<file path="config.mk">
export PLATFORM = sky130hd
export DESIGN_NAME = relu_maxpool_unit_flat
export DESIGN_NICKNAME = d
export VERILOG_FILES = /design/src/rtl/cnn_pkg.sv /design/src/rtl/relu_maxpool_unit_if.sv /design/src/rtl/pool_addr_gen.sv /design/src/rtl/relu_maxpool_unit.sv /design/src/flat_wrapper.sv
export SDC_FILE = /design/constraint.sdc
export NUM_CORES = 1
export LEC_CHECK = 0
export BUFFER_PORTS_ARGS = -buffer_cell sky130_fd_sc_hd__buf_4
export CAP_MARGIN = 30
export CELL_PAD_IN_SITES_DETAIL_PLACEMENT = 1
export CELL_PAD_IN_SITES_GLOBAL_PLACEMENT = 2
export CORE_UTILIZATION = 37
export DETAILED_ROUTE_END_ITERATION = 10
export PLACE_DENSITY = 0.86
export SETUP_SLACK_MARGIN = 0.1
export SYNTH_ARGS = -nofsm -noshare
export SYNTH_HDL_FRONTEND = slang
export SYNTH_SLANG_ARGS = --single-unit
</file>
<file path="constraint.sdc">
create_clock -name clk -period 8.1 [get_ports clk]
set_input_delay 0.81 -clock clk [delete_from_list [all_inputs] [get_ports clk]]
set_output_delay 0.81 -clock clk [all_outputs]
set_load 0.1 [all_outputs]
</file>
<file path="src/rtl/cnn_pkg.sv">
// Shared CNN constants: feature-map geometry, pooling FSM states,
// and the 2x2 pooling window offset table.
package cnn_pkg;

  localparam int DATA_W = 32;
  localparam int FMAP_W = 6;
  localparam int FMAP_H = 6;
  localparam int ADDR_W = 6;
  localparam int IDX_W  = 4;

  localparam logic [2:0] S_IDLE = 3'd0;
  localparam logic [2:0] S_READ = 3'd1;
  localparam logic [2:0] S_LAST = 3'd2;
  localparam logic [2:0] S_EMIT = 3'd3;
  localparam logic [2:0] S_DONE = 3'd4;

  // {dy,dx} per read slot k: (0,0),(0,1),(1,0),(1,1)
  localparam logic [7:0] WIN_OFS = {2'b11, 2'b10, 2'b01, 2'b00};

  function automatic logic [1:0] win_ofs(input logic [1:0] k);
    return WIN_OFS[{k, 1'b0} +: 2];
  endfunction

endpackage

</file>
<file path="src/rtl/relu_maxpool_unit_if.sv">
// Feature-map read port plus pooled output stream.
// master = pooling unit, slave = memory / consumer side.
interface relu_maxpool_unit_if #(
  parameter int DATA_W = cnn_pkg::DATA_W,
  parameter int ADDR_W = cnn_pkg::ADDR_W,
  parameter int IDX_W  = cnn_pkg::IDX_W
);
  logic              fm_rd_en;
  logic [ADDR_W-1:0] fm_rd_addr;
  logic [DATA_W-1:0] fm_rd_data;
  logic              out_valid;
  logic              out_ready;
  logic [DATA_W-1:0] out_data;
  logic [IDX_W-1:0]  out_index;

  modport master (
    output fm_rd_en, fm_rd_addr,
    input  fm_rd_data,
    output out_valid, out_data, out_index,
    input  out_ready
  );

  modport slave (
    input  fm_rd_en, fm_rd_addr,
    output fm_rd_data,
    input  out_valid, out_data, out_index,
    output out_ready
  );
endinterface

</file>
<file path="src/rtl/pool_addr_gen.sv">
// Window walker: k selects the pixel inside the 2x2 window,
// pr/pc select the window; produces read address and output index.
import cnn_pkg::*;

module pool_addr_gen #(
  parameter int FMAP_W = cnn_pkg::FMAP_W,
  parameter int FMAP_H = cnn_pkg::FMAP_H,
  parameter int ADDR_W = cnn_pkg::ADDR_W,
  parameter int IDX_W  = cnn_pkg::IDX_W
) (
  input  logic              clk,
  input  logic              rst,
  input  logic              clr,
  input  logic              k_step,
  input  logic              win_step,
  output logic [1:0]        k,
  output logic [ADDR_W-1:0] addr,
  output logic [IDX_W-1:0]  idx,
  output logic              win_last
);

  localparam logic [IDX_W-1:0] PC_MAX = IDX_W'(FMAP_W/2 - 1);
  localparam logic [IDX_W-1:0] PR_MAX = IDX_W'(FMAP_H/2 - 1);

  logic [IDX_W-1:0] pr;
  logic [IDX_W-1:0] pc;
  logic [1:0]       ofs;

  assign ofs = win_ofs(k);
  assign win_last = (pr == PR_MAX) && (pc == PC_MAX);
  assign addr = ADDR_W'((2*int'(pr) + int'(ofs[1])) * FMAP_W
                + 2*int'(pc) + int'(ofs[0]));
  assign idx = IDX_W'(int'(pr) * (FMAP_W/2) + int'(pc));

  // slot counter wraps every 4 reads; window counters walk row-major
  always_ff @(posedge clk) begin
    if (rst || clr) begin
      k  <= '0;
      pr <= '0;
      pc <= '0;
    end else begin
      if (k_step)
        k <= k + 2'd1;
      if (win_step) begin
        if (pc == PC_MAX) begin
          pc <= '0;
          pr <= (pr == PR_MAX) ? '0 : pr + 1'b1;
        end else begin
          pc <= pc + 1'b1;
        end
      end
    end
  end

endmodule

</file>
<file path="src/rtl/relu_maxpool_unit.sv">
// ReLU + 2x2/stride-2 max-pool over the conv feature map,
// streaming pooled words out on a valid/ready port.
import cnn_pkg::*;

module relu_maxpool_unit #(
  parameter int DATA_W = cnn_pkg::DATA_W,
  parameter int FMAP_W = cnn_pkg::FMAP_W,
  parameter int FMAP_H = cnn_pkg::FMAP_H,
  parameter int ADDR_W = cnn_pkg::ADDR_W,
  parameter int IDX_W  = cnn_pkg::IDX_W
) (
  input  logic                clk,
  input  logic                rst,
  input  logic                start,
  relu_maxpool_unit_if.master bus,
  output logic                busy,
  output logic                done
);

  logic [2:0]               state;
  logic signed [DATA_W-1:0] max_q;
  logic signed [DATA_W-1:0] d;
  logic signed [DATA_W-1:0] cand;
  logic [ADDR_W-1:0]        gen_addr;
  logic [ADDR_W-1:0]        addr_hold;
  logic [IDX_W-1:0]         gen_idx;
  logic [1:0]               k;
  logic                     win_last;
  logic                     go;
  logic                     in_read;
  logic                     in_last;
  logic                     hs;
  logic                     cap;
  logic                     first;

  assign go      = start && (state == S_IDLE || state == S_DONE);
  assign in_read = (state == S_READ);
  assign in_last = (state == S_LAST);
  assign hs      = (state == S_EMIT) && bus.out_ready;

  // read k returns during cycle k+1; slot 1 sees the window's first word
  assign cap   = (in_read && k != 2'd0) || in_last;
  assign first = in_read && (k == 2'd1);
  assign d     = bus.fm_rd_data;
  assign cand  = first ? d : ((d > max_q) ? d : max_q);

  assign bus.fm_rd_en   = in_read;
  assign bus.fm_rd_addr = in_read ? gen_addr : addr_hold;

  pool_addr_gen #(
    .FMAP_W (FMAP_W),
    .FMAP_H (FMAP_H),
    .ADDR_W (ADDR_W),
    .IDX_W  (IDX_W)
  ) u_gen (
    .clk      (clk),
    .rst      (rst),
    .clr      (go),
    .k_step   (in_read),
    .win_step (hs),
    .k        (k),
    .addr     (gen_addr),
    .idx      (gen_idx),
    .win_last (win_last)
  );

  // pass sequencing, running max and output register
  always_ff @(posedge clk) begin
    if (rst) begin
      state         <= S_IDLE;
      busy          <= 1'b0;
      done          <= 1'b0;
      max_q         <= '0;
      addr_hold     <= '0;
      bus.out_valid <= 1'b0;
      bus.out_data  <= '0;
      bus.out_index <= '0;
    end else begin
      if (in_read)
        addr_hold <= gen_addr;
      if (cap)
        max_q <= cand;
      case (state)
        S_IDLE: begin
          if (start) begin
            state <= S_READ;
            busy  <= 1'b1;
          end
        end
        S_READ: begin
          if (k == 2'd3)
            state <= S_LAST;
        end
        S_LAST: begin
          state         <= S_EMIT;
          bus.out_valid <= 1'b1;
          bus.out_data  <= cand[DATA_W-1] ? '0 : cand;
          bus.out_index <= gen_idx;
        end
        S_EMIT: begin
          if (bus.out_ready) begin
            bus.out_valid <= 1'b0;
            if (win_last) begin
              state <= S_DONE;
              busy  <= 1'b0;
              done  <= 1'b1;
            end else begin
              state <= S_READ;
            end
          end
        end
        S_DONE: begin
          if (start) begin
            state <= S_READ;
            done  <= 1'b0;
            busy  <= 1'b1;
          end
        end
        default: state <= S_IDLE;
      endcase
    end
  end

endmodule

</file>
<file path="src/flat_wrapper.sv">
// flat-port wrapper written by rule: the top's interface ports become plain ports
module relu_maxpool_unit_flat 
#(
  parameter int DATA_W = cnn_pkg::DATA_W,
  parameter int FMAP_W = cnn_pkg::FMAP_W,
  parameter int FMAP_H = cnn_pkg::FMAP_H,
  parameter int ADDR_W = cnn_pkg::ADDR_W,
  parameter int IDX_W  = cnn_pkg::IDX_W
)
  (clk, rst, start, busy, done, bus_fm_rd_en, bus_fm_rd_addr, bus_fm_rd_data, bus_out_valid, bus_out_data, bus_out_index, bus_out_ready);
  relu_maxpool_unit_if #(.DATA_W(DATA_W), .ADDR_W(ADDR_W), .IDX_W(IDX_W)) bus_i ();
  input  logic clk;
  input  logic rst;
  input  logic start;
  output logic busy;
  output logic done;
  output wire logic [$bits(bus_i.fm_rd_en)-1:0] bus_fm_rd_en;
  output wire logic [$bits(bus_i.fm_rd_addr)-1:0] bus_fm_rd_addr;
  input wire logic [$bits(bus_i.fm_rd_data)-1:0] bus_fm_rd_data;
  output wire logic [$bits(bus_i.out_valid)-1:0] bus_out_valid;
  output wire logic [$bits(bus_i.out_data)-1:0] bus_out_data;
  output wire logic [$bits(bus_i.out_index)-1:0] bus_out_index;
  input wire logic [$bits(bus_i.out_ready)-1:0] bus_out_ready;
  assign bus_fm_rd_en = bus_i.fm_rd_en;
  assign bus_fm_rd_addr = bus_i.fm_rd_addr;
  assign bus_i.fm_rd_data = bus_fm_rd_data;
  assign bus_out_valid = bus_i.out_valid;
  assign bus_out_data = bus_i.out_data;
  assign bus_out_index = bus_i.out_index;
  assign bus_i.out_ready = bus_out_ready;
  relu_maxpool_unit #(.DATA_W(DATA_W), .FMAP_W(FMAP_W), .FMAP_H(FMAP_H), .ADDR_W(ADDR_W), .IDX_W(IDX_W)) u_core (.clk(clk), .rst(rst), .start(start), .bus(bus_i), .busy(busy), .done(done));
endmodule
</file>
# Word level (Yosys, flattened, before mapping)
# Index checks and enable logic that the tools add are counted.
# op_classes
addsub	7
mul	2
magnitude_cmp	1
n_eq_ne	13
shift	1
n_mux	21
reduce_logical	19
# ops
op	n
$mux W32	2
$gt A32 B32 Y1	1
$mux W31	1
$mux W3	4
$pmux W3 S4	1
$add A4 B1 Y4 const B	2
$eq A4 B2 Y1 const B	2
$mux W4	2
$ne A2 B2 Y1 const B	4
$reduce_and A4 Y1	2
$reduce_bool A2 Y1	4
$shiftx A8 B4 Y2 const A	1
$mux W1	7
$add A5 B1 Y6	1
$add A6 B1 Y6	1
$add A6 B5 Y6	1
$eq A3 B2 Y1 const B	2
$mul A6 B2 Y5 const B	1
$mux W6	1
$pmux W1 S2	3
$logic_and A1 B1 Y1	5
$add A4 B4 Y4	1
$mul A4 B2 Y4 const B	1
$reduce_and A2 Y1	2
other kinds (10)	12
# word_totals
ff_bits	90
inputBits	36
output_inout_bits	46
elab_cells	75

# Longest topological paths before layout
# Gate-level depths: netlist (run 1).
# logic_depth
depth_word	6
depth_mapped	12
depth_no_buf	11

# By module
# From an unflattened synthesis (run 1), not the netlist that was laid out.
# unflattened
cells_unflattened	512
hier_area_um2	4807.1
# by_module_without_submodules
mod	n_inst	cells_per_inst	area_per_inst_um2	seq_area_each_um2
relu_maxpool_unit	1	421	3960.0	1581.5
pool_addr_gen	1	91	847.1	200.2

# Least setup slack after synthesis (run 1)
# No wires, ideal clock.
# synth_path
kind	register -> output
from	reg u_core.state[0]
to	out bus_fm_rd_addr[3]
arrival_time_ps	3427
required_time_ps	7290
slack_ps	3863
stages_incl_launch_ff	5
path_buffers	1
cell_sequence	dfxtp_1 nor3b_1 clkbuf_1 nor2_1 a21oi_1
# synth_between
elab_chain_len	2
# synth_rtl
item	line	source
from (decl)	relu_maxpool_unit.sv:20	logic [2:0] state;
from (signal assigned)	relu_maxpool_unit.sv:70	state <= S_IDLE;
from (signal assigned)	relu_maxpool_unit.sv:86	state <= S_READ;
from (signal assigned)	relu_maxpool_unit.sv:92	state <= S_LAST;
$eq A3 B1 Y1	relu_maxpool_unit.sv:37	assign in_read = (state == S_READ);
net bus_fm_rd_en	flat_wrapper.sv:17	output wire logic [$bits(bus_i.fm_rd_en)-1:0] bus_fm_rd_en;
$mux W6	relu_maxpool_unit.sv:48	assign bus.fm_rd_addr = in_read ? gen_addr : addr_hold;
to (decl)	flat_wrapper.sv:18	output wire logic [$bits(bus_i.fm_rd_addr)-1:0] bus_fm_rd_addr;
# The timed path passes the listed nets, and every way through them passes these cells.

# Worst setup path after layout (run 1)
# layout_path
from	reg u_core.u_gen.pr[0]
to	out bus_fm_rd_addr[5]
# layout_between
elab_chain_len	5
# layout_rtl
item	line	source
from (decl)	pool_addr_gen.sv:25	logic [IDX_W-1:0] pr;
from (signal assigned)	pool_addr_gen.sv:47	pr <= (pr == PR_MAX) ? '0 : pr + 1'b1;
$add A5 B1 Y6	pool_addr_gen.sv:31	assign addr = ADDR_W'((2*int'(pr) + int'(ofs[1])) * FMAP_W
$mul A6 B2 Y5	pool_addr_gen.sv:31	
$add A6 B5 Y6	pool_addr_gen.sv:32	+ 2*int'(pc) + int'(ofs[0]));
$add A6 B1 Y6	pool_addr_gen.sv:32	
$mux W6	relu_maxpool_unit.sv:48	
# No other way between the ends.

==> results.md, run 1 <==
- Worst hold path depth: 2
- GRT Overall Usage: 0.191
- # Post-CTS Setup Buffers: 0
- Syn. warnings: 0
- Fmax achieved: 0.247 GHz
- FFs w/ async S/R, synth: 0
- Setup crit end kind: primary output
- Least-Margin Pin Slew: around 0.94 ns
- Via count: ~4400
- Peak VDD IR: 122 µV
- Die H: 122 µm
- Yosys top cell by area: dfxtp_1
- CTS tree: done
- Hold endpoint: u_core.done
- Crit path DAT: 3.24 ns
- Pwr/cell area: around 160 nW/µm²
- Cell chosen for the clock root: clkbuf_16
- Drt pass-1 iters: 4
- R2R setup slack: between 4 and 5 ns
- Setup TNS: 0 ns
- Cell count of the worst reg-to-reg path: 11
- Status: completed
- LEAKAGE: roughly 2.3 nW
- CP Launch Type: flip-flop
- Initial antenna violation count: 0
- Number of global-route vias before repair: ~4500
- Dpl cells: between 800 and 900
- Worst-case clock buffer depth: 2
- Hold_buf cts: 0
- Post-Syn Instances: roughly 600
- Post-CTS sizing: 0
- Final slew viol count: 0
- Avg Vias per Cell: approximately 5.2
- WL/cell: between 15 and 20 µm
- Pin count of the biggest net entering global routing: 113
- Hold Crit Start: u_core.done
- Post-DP Area: 5990 µm²
- Final instance area: between 6000 and 7000 µm²
- Worst Clk Skew: 0.00539 ns
- Crit path kind: reg2out
- Diode count: 0
- EDFF count, synth: 0
- Clock transition at path regs: roughly 0.06 ns
- Post-Syn Nets: between 600 and 700
- RSZ-0062 raised after global routing: no
- Clock buffer count from CTS: 9
- Register bit total from synthesis: 89
- Worst-path fanout max: 9
- Remaining global-route overflow: 0
- Initial DRC count: 140
- Initial Util: 0.380
- Post-detail-place hpwl: 9.39 mm
- Hold Vio Cnt, Final: 0
- Clock Latency Late Sink: between 0.3 and 0.4 ns
- Library cells used by synthesis: 46
- DRT antenna net count: 0
- Die ar.: ~15000 µm²
- Fin crit share: 0.501
- First-pass GRT wire length: approximately 22 mm
- Routed WL: roughly 13 mm
- Input/output buffers: 80
- Area contributors post-synth: dfxtp_1 (34%), ha_1 (11%), nand2b_1 (7.9%)
- Ports: 82
- H-tree depth: 3
- Syn_area_per_cell: a little under 9 µm²
- GP Congestion: roughly 0.78
- Final std cells w/o fill: 840
- Core Rows: between 40 and 50
- Mapped cell area: ~5300 µm²
- Chip width: about 120 µm
- Max transition margin: 0.375
- Commonest non-fill, non-tap cell in the layout: dfxtp_1
- Area delta synth->final: 18.8%
- Seq/Total Area, Yosys: 0.336
- Drc violations: 0
- Core area: ~14000 µm²
- Nets: 742
- Synth top area share: 0.336
- Layout cells sized above 1: 0.170
- Hold Crit Class: reg2reg
- Worst Path Required: 7.29 ns
- RR Startpoint: u_core.max_q[31]
- Commonest cells after routing, fill and taps aside: dfxtp_1 (89), buf_4 (84), nand2b_1 (67)
- Max Cap Violations: 0
- Final setup fails: 0
- Tmin final: just over 4 ns
- Clk sinks: between 80 and 90
- Primary FF master, synth: dfxtp_1
- Worst reg2reg path endpoint: u_core.bus.out_data[24]
==> where the power goes <==
group	switching, W	leakage [nW]	internal (W)
Combinational	0.0000743	1.42	0.0000466
Sequential	0.00000309	0.718	0.000441
Clock	0.000178	0.135	0.000248
Total	0.000255	2.27	0.000736
==> critical path: stages (launching register included) <==
cell	delay [ns]
dfxtp_1	0.55
ha_1	0.22
inv_1	0.07
fa_1	0.54
inv_1	0.05
ha_1	0.33
a21o_1	0.20
a21oi_1	0.17
xnor2_1	0.15
xnor2_1	0.15
mux2_2	0.19
buf_4	0.28
==> sequential cells by signal, summed over array words and instances (netlist names), 2 cells and up <==
signal / count
u_core.u_gen.pc: 4
u_core.bus.out_data: 31
u_core.max_q: 32
u_core.bus.out_index: 4
u_core.u_gen.pr: 4
u_core.state: 3
u_core.u_gen.k: 2
u_core.addr_hold: 6
==> layout make-up <==
type	instances	area, µm²
multi-input combinational	425	3160
clock buffer	12	246
inverter	45	169
clock inverter	4	52.6
sequential	89	1780
fill	1626	7640
tap	180	225
timing repair buffer	85	658
==> synth_stat cells (5+ instances only) <==
cell      instances
xnor2_1           9
clkbuf_1         30
fa_1              5
nand3b_1         32
inv_1            45
nand2_1          12
mux2i_1          35
a21oi_1          33
nand4_1          11
nor2b_1           8
nand2b_1         67
nor2_1           55
or3_1            30
nand3_1           6
dfxtp_1          89
a311oi_1         31
o21ai_0           5
ha_1             46
mux2_2            5
==> worst max path at each step <==
stage | slack [ns] | end | startpoint | cells past startpoint
2_1_floorplan | 3.86 | bus_fm_rd_addr[3] | u_core.state[0] | 4
3_3_place_gp | 4.25 | u_core.max_q[21] | bus_fm_rd_data[31] | 9
3_5_place_dp | 4.35 | u_core.bus.out_data[8] | bus_fm_rd_data[31] | 10
4_1_cts | 3.99 | bus_fm_rd_addr[5] | u_core.u_gen.pr[0] | 11
5_1_grt | 3.86 | bus_fm_rd_addr[5] | u_core.u_gen.pr[0] | 11
6_report | 4.05 | bus_fm_rd_addr[5] | u_core.u_gen.pr[0] | 11
==> layer usage <==
metal	part of all wire	vias to the layer above	wire, µm	GRT usage
met5	0	-	0	0
met4	0.010	0	140	0.0548
met3	0.032	9	430	0.0482
met2	0.52	56	6910	0.344
met1	0.44	2131	5870	0.221
li1	-	2187	-	-
==> per-stage QoR <==
stage / total power, W / hold slack, ns / util / setup slack, ns
floorplan: 0.000539 / 0.449 / - / 3.86
global placement: 0.000572 / 0.449 / 0.428 / 4.25
detailed placement: 0.000576 / 0.462 / 0.430 / 4.35
CTS: 0.00101 / 0.471 / 0.452 / 3.99
global route: 0.00103 / 0.478 / 0.452 / 3.86
finish: 0.000991 / 0.466 / 0.452 / 4.05
==> cells by family after synthesis <==
| kind of cell | Yosys count | synth area share |
|---|---|---|
| other cells | 1 | 0.000708 |
| simple gates | 235 | 0.254 |
| mux | 40 | 0.0767 |
| buf+inv | 85 | 0.0689 |
| compound gates | 87 | 0.118 |
| flops | 89 | 0.336 |
| fa+ha+maj | 51 | 0.128 |
| xor+xnor | 11 | 0.0182 |
Note: power is estimated with default switching activity, not from simulation.
==> inputs of run 2 (changes only) <==
Settings changed: ABC_AREA set to 1, CORE_UTILIZATION 37 to 30, PLACE_DENSITY 0.86 to 0.78.
Clock period 8.1 ns to 3.5 ns, I/O delays scaled along.
==> run 2 against run 1 <==
Net effect: clock skew is 0.00094 ns higher; register-to-register slack worse by 3.9 ns; design area is 6.6% higher; final cell count is 25% higher; clock power grew to 2.7 times the previous value; synthesized cell count is 26% higher; highest routed layer unchanged; clock-buffer cell count is 3 lower; largest power group is now clock; area after synthesis is 6.2% higher; global-route usage is 0.95 points lower; the flow now finishes with violations (design-rule violations).
==> results.md, run 2 <==
- Register bit total from synthesis: 89 (unchanged)
- Crit path DAT: 2.77 ns (-0.47 ns)
- GRT Overall Usage: 0.181 (-0.00947)
- Top-count cell post-synth: nand2_1
- Fillers: 2273 (+40%)
- Clk sinks: 89 (unchanged)
- CP Launch Type: flip-flop
- Final instance area: 6710 µm² (+6.6%)
- Fin crit share: 0.892
- Max Cap Violations: 0 (unchanged)
- First-pass GRT wire length: 27.9 mm (+26%)
- Clock Latency Late Sink: 0.36 ns (about the same)
- Avg Vias per Cell: 4.79 (-8.1%)
- Hold Vio Cnt, Final: 0 (unchanged)
- Drt pass-1 iters: 9 (+5)
- Yosys top cell by area: dfxtp_1
- Final std cells w/o fill: 1051 (+25%)
- Fmax achieved: between 0.3 and 0.4 GHz
- EDFF count, synth: 0 (unchanged)
- Library cells used by synthesis: 40 (-13%)
- Die ar.: 19300 µm² (+30%)
- Drc violations: 3 (+3)
- Largest reg by FF count: u_core.max_q
- Crit path kind: reg2out
- Commonest cells after routing, fill and taps aside: nand2_1 (189), inv_1 (108), dfxtp_1 (88)
- Diode count: 0 (unchanged)
- Storage element area: 1780 µm² (about the same)
- Post-CTS sizing: 0 (unchanged)
- Largest regs: u_core.max_q (32), u_core.bus.out_data (31), u_core.addr_hold (6)
- Tmin final: between 3 and 4 ns
- Seq pwr share: 0.332 (-0.116)
- Cell chosen for the clock root: clkbuf_16
- WL/cell: 15.7 µm (-1.4%)
- Synth top area share: 0.317 (-0.0196)
- # Post-CTS Setup Buffers: 0 (unchanged)
- Clock buffer count from CTS: 9 (unchanged)
- Setup crit end kind: primary output
- Tot Pwr: 0.00330 W (+230%)
- Final setup fails: 0 (unchanged)
- Clock transition at path regs: 0.07 ns (about the same)
- Peak VDD IR: 260 µV (+110%)
- Hold Crit Class: in2reg
- Remaining global-route overflow: 0 (unchanged)
- Switching part of the total: 0.382 (+0.125)
- Nets: 904 (+22%)
- Worst-path fanout max: 4 (-5)
- Failing checks: design-rule violations
- FFs w/ async S/R, synth: 0 (unchanged)
- Max transition margin: 0.542 (+0.167)
- Pre-CTS setup slack: 0.616 ns (-3.73 ns)
- Chip width: 139 µm (+14%)
- Ports: 82 (unchanged)
- Area contributors post-synth: dfxtp_1 (32%), nand2_1 (13%), ha_1 (10%)
- Initial DRC count: 174 (+24%)
- Initial antenna violation count: 0 (unchanged)
- Area delta synth->final: 19.3%
- Primary FF master, synth: dfxtp_1
- Fin worst setup slack: 0.379 ns (-3.67 ns)
- Number of global-route vias before repair: 5477 (+21%)
- Final slew viol count: 0 (unchanged)
- Post-Syn Instances: 754 (+26%)
- Commonest non-fill, non-tap cell in the layout: nand2_1
- Post-detail-place hpwl: 12.0 mm (+28%)
- Dpl cells: 1035 (+26%)
- NetSw: 0.00126 W (+390%)
- Synth top cells by count: nand2_1 (189), inv_1 (108), dfxtp_1 (89)
- DRT antenna net count: 0 (unchanged)
- Int Pwr: 0.00204 W (+180%)
- Worst-case clock buffer depth: 2 (unchanged)
- Routed WL: 16.5 mm (+23%)
- Clock share of power: 0.348 (-0.082)
- GP Congestion: 0.858 (+9.6%)
- Syn_area_per_cell: 7.46 µm² (-16%)
- Worst Path Required: 3.15 ns (-4.14 ns)
- CTS tree: done
- Seq/Total Area, Yosys: 0.317 (-0.0196)
- Syn. warnings: 0 (unchanged)
- Hold_buf cts: 0 (unchanged)
- Multi-input logic area: 3200 µm² (+1.3%)
- Pwr/cell area: 492 nW/µm² (+210%)
- Post-Syn Nets: 841 (+23%)
- Post-DP Area: 6360 µm² (+6.1%)
- LEAKAGE: 3.00 nW (+32%)
- Core Rows: 49 (+14%)
- Least-Margin Pin Slew: 0.687 ns (-0.252 ns)
- Pin count of the biggest net entering global routing: 42 (-63%)
- Input/output buffers: 80 (unchanged)
- Core area: 18100 µm² (+30%)
- Layout cells sized above 1: 0.251 (+0.0809)
- Via count: 5039 (+15%)
- Comb power frac: 0.320 (+0.198)
- Die H: 139 µm (+14%)
- Largest register FFs: 32 (unchanged)
- Mapped cell area: 5630 µm² (+6.2%)
- RSZ-0062 raised after global routing: no
- Worst Clk Skew: 0.00633 ns (+0.000936 ns)
- Initial Util: 0.310 (-0.0702)
- H-tree depth: 3 (unchanged)
- Worst hold slack: 0.274 ns (-0.191 ns)
- Status: finished, violations left
run 2: changes by cell type after synthesis, moves of 22 or more:
| cell | previous run | this run |
|---|---|---|
| a21oi_2 | 0 | 30 |
| nand3_1 | 6 | 41 |
| a311oi_1 | 31 | 1 |
| nand2_2 | 0 | 22 |
| or3_1 | 30 | 0 |
| mux2i_1 | 35 | 0 |
| o21ai_1 | 2 | 27 |
| nand3b_1 | 32 | 0 |
| nand2b_1 | 67 | 0 |
| nor2_1 | 55 | 29 |
| nand3_2 | 0 | 31 |
| nand2_1 | 12 | 189 |
| inv_1 | 45 | 108 |
run 2: final timing paths:
check / startpoint / to / slack [ns] / cells past startpoint
setup / recovery: u_core.u_gen.k[1] / bus_fm_rd_addr[5] / 0.38 / 11
hold / removal: start / u_core.state[0] / 0.27 / 3
setup reg to reg: u_core.max_q[31] / u_core.bus.out_data[9] / 0.81 / 16
hold reg to reg: u_core.addr_hold[0] / u_core.addr_hold[0] / 0.48 / 2
run 2: layer usage:
| metal | global-route usage | wire, µm |
|---|---|---|
| met1 | 0.222 | 7620 |
| met5 | 0 | 0 |
| met2 | 0.325 | 8240 |
| met4 | 0.0626 | 231 |
| met3 | 0.0242 | 373 |
run 2: layout make-up:
cell class	count	share of cell area
Multi-Input combinational cell	518	0.477
Sequential cell	89	0.266
Timing Repair Buffer	89	0.102
Inverter	110	0.0615
Tap cell	229	0.0427
Clock buffer	9	0.0336
Clock inverter	7	0.0177
run 2: critical path, cell delays in order (launching register included):
cell and delay (ns):
dfxtp_1 0.39, ha_1 0.17, inv_1 0.07, fa_1 0.43, xnor2_1 0.14, ha_1 0.33, a21oi_1 0.14, nand2_1 0.08
xnor2_1 0.14, xnor2_1 0.14, o21ai_2 0.15, buf_6 0.24
run 2: through the flow:
stage               TNS (ns)  utilization
finish                     0        0.370
global route               0        0.370
CTS                        0        0.370
detailed placement         0        0.351
global placement           0        0.351
floorplan             -0.477            -
run 2: cells by family (layout without fill, tap and decap cells):
kind of cell	after synthesis	count (layout)	synth area share
compound gates	121	121	0.135
xor+xnor	8	8	0.0125
other cells	1	1	0.000666
buf+inv	147	215	0.119
simple gates	337	337	0.296
flops	89	89	0.317
fa+ha+maj	51	51	0.120
run 2: power groups by stage:
stage	logic (W)	registers, W	clock network, W
3_5_place_dp	0.00107	0.00112	0
6_report	0.00106	0.00110	0.00115
2_1_floorplan	0.000775	0.00122	0
3_3_place_gp	0.00105	0.00112	0
4_1_cts	0.00107	0.00110	0.00117
5_1_grt	0.00116	0.00110	0.00121
